### config.mk
export PLATFORM = sky130hd
export DESIGN_NAME = handshake_constant_rep
export DESIGN_NICKNAME = d
export VERILOG_FILES = /design/src/rtl/handshake_pkg.sv /design/src/rtl/handshake_token_fifo2.sv /design/src/rtl/handshake_constant_rep.sv
export SDC_FILE = /design/constraint.sdc
export NUM_CORES = 1
export LEC_CHECK = 0
export ABC_AREA = 1
export ABC_CLOCK_PERIOD_IN_PS = 2510
export CAP_MARGIN = 10
export CORE_AREA = 2 2 41 43
export CTS_CLUSTER_SIZE = 40
export DETAILED_ROUTE_END_ITERATION = 8
export DIE_AREA = 0 0 43 45
export PLACE_DENSITY = 0.78
export SLEW_MARGIN = 0
export SYNTH_ARGS = -nofsm -noshare
export SYNTH_HDL_FRONTEND = slang
export SYNTH_SLANG_ARGS = --single-unit
### constraint.sdc
create_clock -name clk -period 2.51 [get_ports clk]
set_clock_uncertainty 0.2 [all_clocks]
set_input_delay 0.6275 -clock clk [delete_from_list [all_inputs] [get_ports clk]]
set_output_delay 0.6275 -clock clk [all_outputs]
set_load 0.02 [all_outputs]
### src/rtl/handshake_pkg.sv
// ============================================================================
//  Module      : handshake_pkg
//  Description : Shared types and helpers for the elastic handshake units:
//                occupancy type of a two-entry token buffer and the width
//                helper for repeat counters.
//  Revision    : 1.0 - initial release
// ============================================================================
`timescale 1ns/1ps
`default_nettype none

package handshake_pkg;

    // Occupancy of a two-entry buffer: 0, 1 or 2 tokens.
    typedef logic [1:0] occ_t;

    localparam occ_t c_occ_empty = 2'd0;
    localparam occ_t c_occ_full  = 2'd2;

    // Width of a counter that must hold 0..n-1, never narrower than one bit.
    function automatic int rep_w(input int n);
        return (n <= 2) ? 1 : $clog2(n);
    endfunction

endpackage

`default_nettype wire

### src/rtl/handshake_token_fifo2.sv
// ============================================================================
//  Module      : handshake_token_fifo2
//  Description : Two-entry token FIFO with registered not-full / not-empty
//                flags, so neither handshake side sees a combinational path
//                from the other. PAYLOAD_W may be 0 for pure-token use; then
//                no payload storage exists and o_pop_data is a constant.
//  Revision    : 1.0 - initial release
// ============================================================================
`timescale 1ns/1ps
`default_nettype none

module handshake_token_fifo2
    import handshake_pkg::*;
#(
    parameter int                 PAYLOAD_W     = 0,
    parameter int                 STORE_W       = (PAYLOAD_W > 0) ? PAYLOAD_W : 1,
    parameter logic [STORE_W-1:0] RESET_PAYLOAD = '0
) (
    input  logic               clk,
    input  logic               rst,
    input  logic               i_push_valid,
    output logic               o_push_ready,
    input  logic [STORE_W-1:0] i_push_data,
    output logic               o_pop_valid,
    input  logic               i_pop,
    output logic [STORE_W-1:0] o_pop_data
);

    logic r_wr_ptr;
    logic r_rd_ptr;
    occ_t r_cnt;
    logic r_not_full;
    logic r_not_empty;

    logic w_push;
    logic w_pop;
    occ_t w_cnt_next;

    // Handshake qualification and next occupancy.
    always_comb begin
        w_push     = i_push_valid && r_not_full;
        w_pop      = i_pop && r_not_empty;
        w_cnt_next = r_cnt + occ_t'(w_push) - occ_t'(w_pop);
    end

    // Pointers, occupancy and the registered flags (derived from next count).
    always_ff @(posedge clk or posedge rst) begin
        if (rst) begin
            r_wr_ptr    <= 1'b0;
            r_rd_ptr    <= 1'b0;
            r_cnt       <= c_occ_empty;
            r_not_full  <= 1'b0;
            r_not_empty <= 1'b0;
        end else begin
            if (w_push) r_wr_ptr <= ~r_wr_ptr;
            if (w_pop)  r_rd_ptr <= ~r_rd_ptr;
            r_cnt       <= w_cnt_next;
            r_not_full  <= (w_cnt_next < c_occ_full);
            r_not_empty <= (w_cnt_next != c_occ_empty);
        end
    end

    assign o_push_ready = r_not_full;
    assign o_pop_valid  = r_not_empty;

    generate
        if (PAYLOAD_W > 0) begin : g_payload
            logic [STORE_W-1:0] r_mem [0:1];

            // Payload captured into the write slot at push time.
            always_ff @(posedge clk or posedge rst) begin
                if (rst) begin
                    r_mem[0] <= RESET_PAYLOAD;
                    r_mem[1] <= RESET_PAYLOAD;
                end else if (w_push) begin
                    r_mem[r_wr_ptr] <= i_push_data;
                end
            end

            assign o_pop_data = r_mem[r_rd_ptr];
        end else begin : g_no_payload
            logic w_unused_push_data;
            assign w_unused_push_data = ^i_push_data;
            assign o_pop_data         = RESET_PAYLOAD;
        end
    endgenerate

endmodule

`default_nettype wire

### src/rtl/handshake_constant_rep.sv
// ============================================================================
//  Module      : handshake_constant_rep
//  Description : Elastic constant source. Each accepted control token yields
//                REPEAT output tokens carrying a constant; a two-entry token
//                buffer decouples the control and output handshakes.
//                Optional macro HANDSHAKE_CONST_OVERRIDE_EN adds cfg_we /
//                cfg_data to retarget the constant at runtime; each buffered
//                token then carries the constant captured at push time.
//  Revision    : 1.0 - initial release
// ============================================================================
`timescale 1ns/1ps
`default_nettype none

module handshake_constant_rep
    import handshake_pkg::*;
#(
    parameter int                    DATA_WIDTH = 32,
    parameter logic [DATA_WIDTH-1:0] VALUE      = '0,
    parameter int                    REPEAT     = 1
) (
    input  logic                  clk,
    input  logic                  rst,
`ifdef HANDSHAKE_CONST_OVERRIDE_EN
    input  logic                  cfg_we,
    input  logic [DATA_WIDTH-1:0] cfg_data,
`endif
    input  logic                  ctrl_valid,
    output logic                  ctrl_ready,
    output logic [DATA_WIDTH-1:0] outs,
    output logic                  outs_valid,
    input  logic                  outs_ready,
    output logic                  outs_last
);

    localparam int               c_rep_w    = rep_w(REPEAT);
    localparam logic [c_rep_w-1:0] c_rep_last = c_rep_w'(REPEAT - 1);

    logic [c_rep_w-1:0] r_rep_cnt;
    logic               w_fire;
    logic               w_rep_done;
    logic               w_pop;

    // A token leaves the buffer only on its final copy.
    always_comb begin
        w_fire     = outs_valid && outs_ready;
        w_rep_done = (r_rep_cnt == c_rep_last);
        w_pop      = w_fire && w_rep_done;
    end

    // Copy counter for the head token; restarts whenever the head is popped.
    always_ff @(posedge clk or posedge rst) begin
        if (rst) begin
            r_rep_cnt <= '0;
        end else if (w_fire) begin
            if (w_rep_done) r_rep_cnt <= '0;
            else            r_rep_cnt <= r_rep_cnt + 1'b1;
        end
    end

    assign outs_last = outs_valid && w_rep_done;

`ifdef HANDSHAKE_CONST_OVERRIDE_EN
    logic [DATA_WIDTH-1:0] r_const;

    // Runtime-overridable constant; a same-cycle push still sees the old value.
    always_ff @(posedge clk or posedge rst) begin
        if (rst)         r_const <= VALUE;
        else if (cfg_we) r_const <= cfg_data;
    end

    handshake_token_fifo2 #(
        .PAYLOAD_W     (DATA_WIDTH),
        .STORE_W       (DATA_WIDTH),
        .RESET_PAYLOAD (VALUE)
    ) u_fifo (
        .clk          (clk),
        .rst          (rst),
        .i_push_valid (ctrl_valid),
        .o_push_ready (ctrl_ready),
        .i_push_data  (r_const),
        .o_pop_valid  (outs_valid),
        .i_pop        (w_pop),
        .o_pop_data   (outs)
    );
`else
    logic w_unused_head;

    handshake_token_fifo2 #(
        .PAYLOAD_W (0)
    ) u_fifo (
        .clk          (clk),
        .rst          (rst),
        .i_push_valid (ctrl_valid),
        .o_push_ready (ctrl_ready),
        .i_push_data  (1'b0),
        .o_pop_valid  (outs_valid),
        .i_pop        (w_pop),
        .o_pop_data   (w_unused_head)
    );

    assign outs = VALUE;
`endif

endmodule

`default_nettype wire

[Word-level counts from Yosys, hierarchy flattened]
Index checks and enable logic that the tools add are counted.
Storage, ports and cells
  register bits: 5
  input bits: 4
  output and inout bits: 35
  logic and storage cells: 16
Cells by class
  add/sub/neg operators: 3
  order comparisons: 1
  mux-type cells: 1
  bitwise logic cells: 1
  reduce and logical (&&, ||, !) cells: 6
Operator list (number)
  $logic_and A1 B1 Y1: 5
  $add A2 B1 Y2: 1
  $lt A2 B2 Y1 const B: 1
  $reduce_bool A2 Y1: 1
  $sub A2 B1 Y2: 1
  $add A1 B1 Y1 const B: 1
  $mux W1: 1
  $not A1 Y1: 1

[Depth between registers and ports, before layout]
Gate-level depths: netlist (run 1).
  word-level depth: 5
  gate-level depth with buffers: 9
  mapped depth without buffers: 9

[Hierarchy]
From an unflattened synthesis (run 1), not the netlist that was laid out.
Second synthesis, totals
  cells, all modules: 61
  area total of the unflattened synthesis: 469.2 sq um
By module, submodules not included
  handshake_constant_rep: times used 1, cells an instance 36, area each 259.0 sq um, sequential area each 0.0 sq um
  handshake_token_fifo2: times used 1, cells an instance 25, area each 210.2 sq um, sequential area each 100.1 sq um

[Least setup slack after synthesis (run 1)]
Ideal clock, no wire load.
  path kind: in2reg
  start point: input port outs_ready
  end point: register u_fifo.r_not_full (netlist: u_fifo.o_push_ready)
  library setup time: 112 ps
  data arrival time: 1442 ps
  data required time: 2198 ps
  slack: 756 ps
  stages on the path: 9
  path buffers: 0
  cells stage by stage: nand2_1 inv_1 ha_1 inv_1 ha_1 inv_1 nand3_1 nand2_2 inv_2
Between the ends
  cells in the longest elaborated chain, start to end: 5
Ends and longest elaborated chain
  from (decl): RTL line handshake_constant_rep.sv:31  | input logic outs_ready,
  $logic_and A1 B1 Y1: RTL line handshake_constant_rep.sv:45  | w_fire = outs_valid && outs_ready;
  $logic_and A1 B1 Y1: RTL line handshake_constant_rep.sv:47  | w_pop = w_fire && w_rep_done;
  $logic_and A1 B1 Y1: RTL line handshake_token_fifo2.sv:42  | w_pop = i_pop && r_not_empty;
  $sub A2 B1 Y2: RTL line handshake_token_fifo2.sv:43  | w_cnt_next = r_cnt + occ_t'(w_push) - occ_t'(w_pop);
  named net u_fifo.w_cnt_next[1]: RTL line handshake_token_fifo2.sv:37  | occ_t w_cnt_next;
  $lt A2 B2 Y1: RTL line handshake_token_fifo2.sv:58  | r_not_full <= (w_cnt_next < c_occ_full);
  to (signal assigned): RTL line handshake_token_fifo2.sv:58
  to (decl): RTL line handshake_token_fifo2.sv:32  | logic r_not_full;
The timed path passes the listed nets, and every way through them passes these cells.
A chain may end at the register's enable or synchronous reset.

[Worst setup path in the final report (run 1)]
  start point: register u_fifo.r_not_empty (netlist: u_fifo.o_pop_valid)
  end point: output port outs_last
Between the ends
  cells in the longest elaborated chain, start to end: 1
Ends and longest elaborated chain
  from (decl): RTL line handshake_token_fifo2.sv:33  | logic r_not_empty;
  from (signal assigned): RTL line handshake_token_fifo2.sv:59  | r_not_empty <= (w_cnt_next != c_occ_empty);
  $logic_and A1 B1 Y1: RTL line handshake_constant_rep.sv:60  | assign outs_last = outs_valid && w_rep_done;
  to (decl): RTL line handshake_constant_rep.sv:32  | output logic outs_last
No other way between the ends.

==> impl_results.md, run 1 <==
- Antenna violations before repair: 0
- Number of library cell types mapped by synthesis: 9
- Pin count of the biggest net entering global routing: 5
- Ordered cell list for the critical path: clkdlybuf4s50_1
- Flip-flop and latch count after synthesis: 4
- Hold Buf Count CTS: 0
- Placeable core region: 0.001471 mm2
- Yosys top cell by area: sky130_fd_sc_hd__buf_4
- Clk root buf: sky130_fd_sc_hd__clkbuf_4
- Highest achievable clock rate: 491.9 MHz
- Worst Reg-to-Reg Cells: 9
- Die area: 0.001935 mm2
- Seq/Total Area, Yosys: 0.2186
- Critical path type: flip-flop to primary output
- Power after layout: approximately 0.43 mW
- Total global routing track utilization: 0.04895
- Cells taking the most area after synthesis: sky130_fd_sc_hd__buf_4 54%, sky130_fd_sc_hd__dfrtp_1 22%, sky130_fd_sc_hd__inv_1 7.4%
- Clock transition at the register clock pins on the worst setup and hold paths after CTS: 40 ps
- Final Core Density: 0.2917
- Post-Route WL: between 400 and 500 um
- Worst min path class: primary input to async pin
- Final Net Count: 74
- Final setup viols: 0
- Critical-path maximum fanout: 3
- Leakage power: 0.2772 nW
- Cells after synthesis: 59
- Terminus of the critical flop-to-flop path: u_fifo.o_push_ready
- Status: finished, final reports clean
- Slowest stage delay, CP: 620 ps
- Post-route ant nets: 0
- Resize count post-CTS: 0
- Weighted congestion reported at the end of routability-driven placement: 0.6409
- Die Ht: 45 um
- CP top delay family: buffers and inverters
- Synth warn: 0
- Mapped Avg Cell Area: about 7.8 um2
- Post-synthesis instance area: 457.9 um2
- Die width: approximately 43 um
- Detailed-route vias per instance: 3.122
- Time the final worst path needs with I/O delays and setup: between 2000 and 2500 ps
- Max Transition Viols Final: 0
- Vias: 256
- Post-detailed-route wirelength per cell: 5.488 um
- Max Root-Sink Buffers: 2
- Endpoints failing hold: 0
- Data arrival time of the worst path: ~1200 ps
- Critical path's slowest cell: sky130_fd_sc_hd__clkdlybuf4s50_1
- Required time at the worst-slack endpoint: 1680 ps
- Clock tree from TritonCTS: yes
- Number of global-route vias before repair: around 180
- Number of DRC violations after detailed-routing iteration 0: 0
- R2R Setup Slk: 910 ps
- Count of unresolved DRC violations after routing: 0
- Post-CTS setup buffer count: 0
- Boundary Pins: 39
- Unrepaired setup endpoints after global routing: false
- Number of buffers added by the clock tree synthesis step: 3
- Detailed Routing Iterations Pass 1: 1
- Worst-Skew Late Latency: 230 ps
- Clock tree sinks: 4
- Ratio of final minimum period to clock period: 0.8099
- Share of layout cells above drive strength 1: 0.1061
- RR Startpoint: u_fifo.o_pop_valid
- Worst setup EP type: primary output
- Final TNS setup: 0 ps
- Max rail drop VDD: 0.4373 mV
- Count of input and output buffers: 6
- Maxcap violations: 0
- Type of origin of the critical path: flip-flop
- Std-Cell Rows: 14
- Area added between synthesis and finish: -6.284%
- Post-detail-place hpwl: between 400 and 500 um
- Total gr overflow: 0
- Power density relative to cell area: 993.9 mW/mm2
- Fraction of synthesized cell area taken by the top area cell type: 0.5410
- Number of buffer and inverter stages on the critical path: 1
- Wire length of the first global-routing pass: 648 um
- Count of inserted antenna diode cells: 0
- Starting density of the core: 0.3112
- Number of H-tree levels: 1
## where the power goes
group | internal [mW] | switching (mW)
Clock | 0.0533 | 0.0233
Combinational | 0.0860 | 0.149
Sequential | 0.0988 | 0.0159
## synth_stat cells (all sizes together)
library cell  instances
buf                  33
inv                  10
nand2                 7
dfrtp                 4
ha                    2
nand3                 2
conb                  1
## worst max path at each step
stage                            start                   to  slack (ps)  cells past startpoint
floorplan                   outs_ready  u_fifo.o_push_ready         760                      9
global placement            outs_ready  u_fifo.o_push_ready         290                     10
detailed placement          outs_ready  u_fifo.o_push_ready         270                     10
CTS                 u_fifo.o_pop_valid           outs_valid         460                      1
global route        u_fifo.o_pop_valid            outs_last         420                      1
finish              u_fifo.o_pop_valid            outs_last         480                      1
## logic make-up after synthesis
logic type	count (synthesis)	synth area share
fa+ha+maj	2	0.05464
buf+inv	43	0.6229
flops	4	0.2186
other cells	1	0.008189
simple gates	9	0.09562
## layout by cell type (no fill, tap or decap)
| cell | n |
|---|---|
| sky130_fd_sc_hd__clkbuf_4 | 3 |
| sky130_fd_sc_hd__nand2_1 | 4 |
| sky130_fd_sc_hd__inv_1 | 9 |
| sky130_fd_sc_hd__ha_1 | 2 |
| sky130_fd_sc_hd__dfrtp_1 | 4 |
| sky130_fd_sc_hd__nand3_1 | 2 |
| sky130_fd_sc_hd__clkdlybuf4s50_1 | 6 |
| sky130_fd_sc_hd__conb_1 | 32 |
| sky130_fd_sc_hd__nand2_2 | 3 |
| sky130_fd_sc_hd__inv_2 | 1 |
## stage by stage
stage | instance area [um2] | cells | hold slack (ps) | worst slack, ps
floorplan | 574.3 | 90 | 193.6 | 755.8
global placement | 406.6 | 79 | 389.3 | 294.8
detailed placement | 406.6 | 79 | 396.4 | 267.4
CTS | 429.2 | 82 | 384.2 | 457.1
global route | 429.2 | 82 | 415.3 | 416.9
finish | 429.2 | 82 | 384.6 | 477.2
## per-layer routing
layer | routed length [um] | up-vias | GRT usage | part of all wire
met1 | 133 | 113 | 0.03704 | 0.30
met3 | 74 | 0 | 0.01600 | 0.16
li1 | - | 119 | - | -
met4 | 0 | 0 | 0.07273 | 0
met2 | 242 | 24 | 0.08182 | 0.54
met5 | 0 | - | 0 | 0
## registers in the layout, indices dropped and copies added (netlist names)
signal,flops
u_fifo.o_pop_valid,1
u_fifo.o_push_ready,1
u_fifo.r_cnt,2
## cell type report
cell class / instances / area [um2]
Tap cell: 16 / 20.02
Inverter: 10 / 37.54
Timing Repair Buffer: 6 / 60.06
Sequential cell: 4 / 100.1
Clock buffer: 3 / 22.52
Fill cell: 172 / 1042
Multi-Input combinational cell: 43 / 188.9
Note: power is estimated with default switching activity, not from simulation.
==> inputs of run 2 (changes only) <==
ABC_CLOCK_PERIOD_IN_PS = 2110   (was 2510)
CORE_AREA = 2 2 42 44   (was 2 2 41 43)
DIE_AREA = 0 0 44 46   (was 0 0 43 45)
PLACE_DENSITY = 0.75   (was 0.78)
clock period = 2.11 ns   (was 2.51 ns; I/O delays follow)
==> run 2 against run 1 <==
Net effect: global-route usage shrank 0.36 points; sequential power up 19%; largest cell class unchanged; cell area rose by 0.29%; power rose by 19%; first-iteration DRC count up 4; largest power group unchanged; hold slack got worse by 100 ps; critical endpoint unchanged; critical path type unchanged.
==> impl_results.md, run 2 (synthesis gave the netlist of run 1 again) <==
- Status: finished, final reports clean (unchanged)
- Count of unresolved DRC violations after routing: 0 (unchanged)
- Vias: 249 (was 256)
- Worst min path class: primary input to async pin (unchanged)
- Ratio of final minimum period to clock period: 0.9199
- Die Ht: 46 um (was 45 um)
- Max reg flops: 2 (unchanged)
- Number of buffers added by the clock tree synthesis step: 3 (unchanged)
- Wire length of the first global-routing pass: 586 um (was 648 um)
- CP top delay family: buffers and inverters (unchanged)
- Critical path's slowest cell: sky130_fd_sc_hd__clkdlybuf4s50_1 (unchanged)
- Std-Cell Rows: 15 (was 14)
- Detailed-route vias per instance: 3.000 (was 3.122)
- Endpoints failing hold: 0 (unchanged)
- Worst setup EP type: primary output (unchanged)
- Critical path type: flip-flop to primary output (unchanged)
- Total gr overflow: 0 (unchanged)
- Share of layout cells above drive strength 1: 0.1061 (unchanged)
- Die width: 44 um (was 43 um)
- Count of inserted antenna diode cells: 0 (unchanged)
- Clock tree from TritonCTS: yes (unchanged)
- Power density relative to cell area: 1183 mW/mm2 (was 993.9 mW/mm2)
- Hold Buf Count CTS: 0 (unchanged)
- Max Root-Sink Buffers: 2 (unchanged)
- Count of input and output buffers: 6 (unchanged)
- Data arrival time of the worst path: 1210 ps (about the same)
- Placeable core region: 0.001614 mm2 (was 0.001471 mm2)
- Final cell count without fillers: 83 (was 82)
- Number of buffer and inverter stages on the critical path: 1 (unchanged)
- Final Net Count: 74 (unchanged)
- Top reg by flops: u_fifo.r_cnt (unchanged)
- Weighted congestion reported at the end of routability-driven placement: 0.6509 (was 0.6409)
- Detailed Routing Iterations Pass 1: 4 (was 1)
- Clock tree sinks: 4 (unchanged)
- Total global routing track utilization: 0.04538 (was 0.04895)
- Post-place setup slack: -0.5501 ps (was 267.4 ps)
- Max rail drop VDD: 0.5384 mV (was 0.4373 mV)
- Number of placed cells counting well taps: 80 (was 79)
- Antenna violations before repair: 0 (unchanged)
- Met1 layer usage reported by global route: 0.02619 (was 0.03704)
- Post-Route WL: 438 um (was 450 um)
- Number of H-tree levels: 1 (unchanged)
- Unrepaired setup endpoints after global routing: false (unchanged)
- Area added between synthesis and finish: -6.011% (was -6.284%)
- Time the final worst path needs with I/O delays and setup: 1941 ps
- Critical-path maximum fanout: 3 (unchanged)
- R2R Setup Slk: 520 ps (was 910 ps)
- Clock transition at the register clock pins on the worst setup and hold paths after CTS: 30 ps (was 40 ps)
- Final setup viols: 0 (unchanged)
- Required time at the worst-slack endpoint: 1380 ps (was 1680 ps)
- Number of global-route vias before repair: 167 (was 184)
- Resize count post-CTS: 0 (unchanged)
- Type of origin of the critical path: flip-flop (unchanged)
- Slowest stage delay, CP: 620 ps (about the same)
- Maxcap violations: 0 (unchanged)
- Most frequent cells in the layout: 32 x sky130_fd_sc_hd__conb_1, 9 x sky130_fd_sc_hd__inv_1, 6 x sky130_fd_sc_hd__clkdlybuf4s50_1, 4 x sky130_fd_sc_hd__nand2_1, 4 x sky130_fd_sc_hd__dfrtp_1 (unchanged)
- Post-CTS setup buffer count: 0 (unchanged)
- Number of DRC violations after detailed-routing iteration 0: 4 (was 0)
- Post-route ant nets: 0 (unchanged)
- Die area: 0.002024 mm2 (was 0.001935 mm2)
- Post-detail-place hpwl: 409.4 um (was 420.6 um)
- Boundary Pins: 39 (unchanged)
- Met2 Use GR: 0.07941 (was 0.08182)
- Worst-Skew Late Latency: 230 ps (about the same)
- Clk root buf: sky130_fd_sc_hd__clkbuf_4 (unchanged)
- Setup ws final: 169.0 ps (was 477.2 ps)
- Post-detailed-route wirelength per cell: 5.277 um (was 5.488 um)
- Leakage power: 0.2772 nW (unchanged)
- Ordered cell list for the critical path: clkdlybuf4s50_1 (unchanged)
- Max Transition Viols Final: 0 (unchanged)
- Leading cell type in the layout, fill and taps excluded: sky130_fd_sc_hd__conb_1 (unchanged)
- Highest achievable clock rate: approximately 520 MHz
- Met3 capacity usage during global routing: 0.03175 (was 0.01600)
- Pin count of the biggest net entering global routing: 5 (unchanged)
- Highest-utilization routing layer at the global route stage: met2 (unchanged)
- Starting density of the core: 0.2837 (was 0.3112)
[run 2: cell counts in the layout (fill, tap and decap cells not counted)]
Identical to the previous run, type by type.
[run 2: worst paths after layout]
path	cells after the start	from	to
worst max-delay path	1	u_fifo.o_pop_valid	outs_last
worst min-delay path	2	rst	u_fifo.r_cnt[0]
worst max register to register	9	u_fifo.o_pop_valid	u_fifo.o_push_ready
worst min register to register	3	u_fifo.o_push_ready	u_fifo.r_cnt[0]
max in group asynchronous	2	rst	u_fifo.r_cnt[1]
min in group clk	3	u_fifo.o_push_ready	u_fifo.r_cnt[0]
[run 2: report_power, final]
part	internal [mW]	total (mW)	switching (mW)
logic	0.102	0.282	0.180
registers	0.118	0.137	0.0196
clock network	0.0633	0.0901	0.0269
total	0.283	0.509	0.227
[run 2: per-layer routing]
metal / routed length [um] / share of wire
met1: 144 / 0.33
met2: 207 / 0.47
met3: 87 / 0.20
met4: 0 / 0
met5: 0 / 0
[run 2: metrics by stage]
step / hold slack [ps] / area [um2] / total power, mW / util / setup TNS (ps)
after floorplan: 93.58 / 574.3 / 0.3948 / - / 0
final: 281.1 / 430.4 / 0.5093 / 0.2667 / 0
after detailed placement: 404.9 / 407.9 / 0.4213 / 0.2527 / -0.5501
after global placement: 393.1 / 407.9 / 0.4106 / 0.2527 / -2.358
after global routing: 312.9 / 430.4 / 0.5568 / 0.2667 / 0
after CTS: 283.6 / 430.4 / 0.5169 / 0.2667 / 0
[run 2: final cells by class]
| cell class | count | area (um2) |
|---|---|---|
| inverter | 10 | 37.54 |
| timing repair buffer | 6 | 60.06 |
| sequential | 4 | 100.1 |
| multi-input combinational | 43 | 188.9 |
| fill | 175 | 1184 |
| tap | 17 | 21.27 |
| clock buffer | 3 | 22.52 |
==> inputs of run 3 (changes only) <==
--- a/config.mk
+++ b/config.mk
@@ -14,4 +14,5 @@
 export DIE_AREA = 0 0 44 46
 export PLACE_DENSITY = 0.75
+export RECOVER_POWER = 50
 export SLEW_MARGIN = 0
 export SYNTH_ARGS = -nofsm -noshare
--- a/constraint.sdc
+++ b/constraint.sdc
@@ -3,3 +3,3 @@
 set_input_delay 0.5275 -clock clk [delete_from_list [all_inputs] [get_ports clk]]
 set_output_delay 0.5275 -clock clk [all_outputs]
-set_load 0.02 [all_outputs]
+set_load 0.01 [all_outputs]
==> run 3 against run 2 <==
Net effect: cell area stayed put; worst setup slack improved by 67 ps; core utilization stayed put; largest cell class unchanged.
==> impl_results.md, run 3 (synthesis gave the netlist of run 1 again) <==
- Status: finished, final reports clean (unchanged)
- Clock transition at the register clock pins on the worst setup and hold paths after CTS: 30 ps (about the same)
- Proportion of power drawn by combinational gates: 0.512 (was 0.554)
- Weighted congestion reported at the end of routability-driven placement: 0.6509 (unchanged)
- Hold Buf Count CTS: 0 (unchanged)
- Vias: 249 (unchanged)
- Detailed Routing Iterations Pass 1: 4 (unchanged)
- Leakage power: 0.2774 nW (was 0.2772 nW)
- Critical hold path startpoint: u_fifo.o_push_ready
- Antenna violations before repair: 0 (unchanged)
- Post-Route WL: 438 um (unchanged)
- R2R Setup Slk: 520 ps (about the same)
- Detailed-route vias per instance: 3.000 (unchanged)
- Most frequent cells in the layout: 32 x sky130_fd_sc_hd__conb_1, 9 x sky130_fd_sc_hd__inv_1, 5 x sky130_fd_sc_hd__clkdlybuf4s50_1, 4 x sky130_fd_sc_hd__nand2_1, 4 x sky130_fd_sc_hd__dfrtp_1 (was 32 x sky130_fd_sc_hd__conb_1, 9 x sky130_fd_sc_hd__inv_1, 6 x sky130_fd_sc_hd__clkdlybuf4s50_1, 4 x sky130_fd_sc_hd__nand2_1, 4 x sky130_fd_sc_hd__dfrtp_1)
- Post-route ant nets: 0 (unchanged)
- Endpoint of the worst hold path: u_fifo.r_cnt[0]
- Unrepaired setup endpoints after global routing: false (unchanged)
- Highest achievable clock rate: 533.6 MHz (was 515.2 MHz)
- Ordered cell list for the critical path: clkdlybuf4s50_1, nand2_1, inv_1, ha_1, inv_1, ha_1, inv_1, nand3_1, nand2_2, inv_2 (was clkdlybuf4s50_1)
- Count of inserted antenna diode cells: 0 (unchanged)
- Total global routing track utilization: 0.04538 (unchanged)
- Hold slack final: 400.9 ps (was 281.1 ps)
- Worst setup EP type: flip-flop (was primary output)
- Most prevalent standard cell on the critical path: sky130_fd_sc_hd__inv_1
- Time the final worst path needs with I/O delays and setup: 1874 ps (was 1941 ps)
- Switching power: 0.1830 mW (was 0.2265 mW)
- Setup ws final: 236.1 ps (was 169.0 ps)
- Internal power: 0.2823 mW (was 0.2828 mW)
- Die Ht: 46 um (unchanged)
- Count of input and output buffers: 6 (unchanged)
- Post-detailed-route wirelength per cell: 5.277 um (unchanged)
- Hold depth: 3
- Die width: 44 um (unchanged)
- Critical-path maximum fanout: 2 (was 3)
- Resize count post-CTS: 0 (unchanged)
- Switching share of power: 0.3934 (was 0.4448)
- Post-detail-place hpwl: 409.4 um (unchanged)
- CP top delay family: buffers and inverters (unchanged)
- Post-place instance area: 407.9 um2 (unchanged)
- Placeable core region: 0.001614 mm2 (unchanged)
- Starting density of the core: 0.2837 (unchanged)
- Worst min path class: flip-flop to flip-flop (was primary input to async pin)
- Clock tree from TritonCTS: yes (unchanged)
- Clock tree sinks: 4 (unchanged)
- Share of layout cells above drive strength 1: 0.1061 (unchanged)
- Number of H-tree levels: 1 (unchanged)
- Boundary Pins: 39 (unchanged)
- Ratio of final minimum period to clock period: 0.8881 (was 0.9199)
- Post-CTS setup buffer count: 0 (unchanged)
- Power density relative to cell area: 1081 mW/mm2 (was 1183 mW/mm2)
- Proportion of power drawn by the clock network: 0.194 (was 0.177)
- Number of placed cells counting well taps: 80 (unchanged)
- Final Core Density: 0.2667 (unchanged)
- Std-Cell Rows: 15 (unchanged)
- Data arrival time of the worst path: 1800 ps (was 1210 ps)
- Filler instances: 175 (unchanged)
- Die area: 0.002024 mm2 (unchanged)
- Max Root-Sink Buffers: 2 (unchanged)
- Number of DRC violations after detailed-routing iteration 0: 4 (unchanged)
- Number of buffer and inverter stages on the critical path: 5 (was 1)
- Final TNS setup: 0 ps (unchanged)
- Max reg flops: 2 (unchanged)
- Number of global-route vias before repair: 167 (unchanged)
- Area added between synthesis and finish: -6.011% (unchanged)
- Total gr overflow: 0 (unchanged)
- Leading cell type in the layout, fill and taps excluded: sky130_fd_sc_hd__conb_1 (unchanged)
- Critical path type: primary input to flip-flop (was flip-flop to primary output)
- Required time at the worst-slack endpoint: 2030 ps (was 1380 ps)
- Terminus of the critical flop-to-flop path: u_fifo.o_push_ready (unchanged)
- Count of unresolved DRC violations after routing: 0 (unchanged)
- Post-place setup slack: -0.5501 ps (unchanged)
- Worst-Skew Late Latency: 230 ps (about the same)
- Pin count of the biggest net entering global routing: 5 (unchanged)
- Top reg by flops: u_fifo.r_cnt (unchanged)
- Clk root buf: sky130_fd_sc_hd__clkbuf_4 (unchanged)
- Number of buffers added by the clock tree synthesis step: 3 (unchanged)
- Worst Reg-to-Reg Cells: 9 (unchanged)
- Endpoints failing hold: 0 (unchanged)
- Max Transition Viols Final: 0 (unchanged)
- Post-route design area: 430.4 um2 (unchanged)
- Type of origin of the critical path: primary input (was flip-flop)
- RR Startpoint: u_fifo.o_pop_valid (unchanged)
- Power after layout: 0.4653 mW (was 0.5093 mW)
- Maxcap violations: 0 (unchanged)
- Final cell count without fillers: 83 (unchanged)
- Wire length of the first global-routing pass: 586 um (unchanged)
- Slowest stage delay, CP: 390 ps (was 620 ps)
- Final setup viols: 0 (unchanged)
- Sequential fraction of design power: 0.295 (was 0.269)
- Critical path's slowest cell: sky130_fd_sc_hd__clkdlybuf4s50_1 (unchanged)
- Final Net Count: 74 (unchanged)
- Max rail drop VDD: 0.5076 mV (was 0.5384 mV)
[run 3: changes by cell type in the layout (fill, tap and decap cells not counted), sizes merged]
cell / delta
dlygate4sd3: +1
clkdlybuf4s50: -1
[run 3: power groups by stage]
stage               sequential, mW  clock, mW  combinational [mW]
finish                       0.137     0.0901               0.238
global route                 0.139      0.101               0.273
CTS                          0.136     0.0950               0.242
detailed placement           0.138          0               0.240
global placement             0.135          0               0.232
floorplan                    0.142          0               0.208
[run 3: worst register-to-register path: stages (launching register included)]
cell and delay [ps]:
sky130_fd_sc_hd__dfrtp_1 390, sky130_fd_sc_hd__nand2_1 70, sky130_fd_sc_hd__inv_1 40, sky130_fd_sc_hd__ha_1 250, sky130_fd_sc_hd__inv_1 40, sky130_fd_sc_hd__ha_1 200, sky130_fd_sc_hd__inv_1 60, sky130_fd_sc_hd__nand3_1 100
sky130_fd_sc_hd__nand2_2 100, sky130_fd_sc_hd__inv_2 30
[run 3: worst max-delay path by stage]
stage / start / endpoint / depth (start not counted)
2_1_floorplan: outs_ready / u_fifo.o_push_ready / 9
3_3_place_gp: outs_ready / u_fifo.o_push_ready / 10
3_5_place_dp: outs_ready / u_fifo.o_push_ready / 10
4_1_cts: u_fifo.o_pop_valid / outs_valid / 1
5_1_grt: outs_ready / u_fifo.o_push_ready / 10
6_report: outs_ready / u_fifo.o_push_ready / 10
[run 3: area by class of cell]
class	instances	area, um2	share of cell area
tap	17	21.27	0.04942
multi-input combinational	43	188.9	0.4390
inverter	10	37.54	0.08721
sequential	4	100.1	0.2326
clock buffer	3	22.52	0.05233
timing repair buffer	6	60.06	0.1395
[run 3: routing by layer]
layer | track usage | up-vias | wire, um
li1 | - | 121 | -
met1 | 0.02619 | 100 | 144
met2 | 0.07941 | 28 | 206
met3 | 0.03175 | 0 | 87
met4 | 0.05455 | 0 | 0
met5 | 0 | - | 0
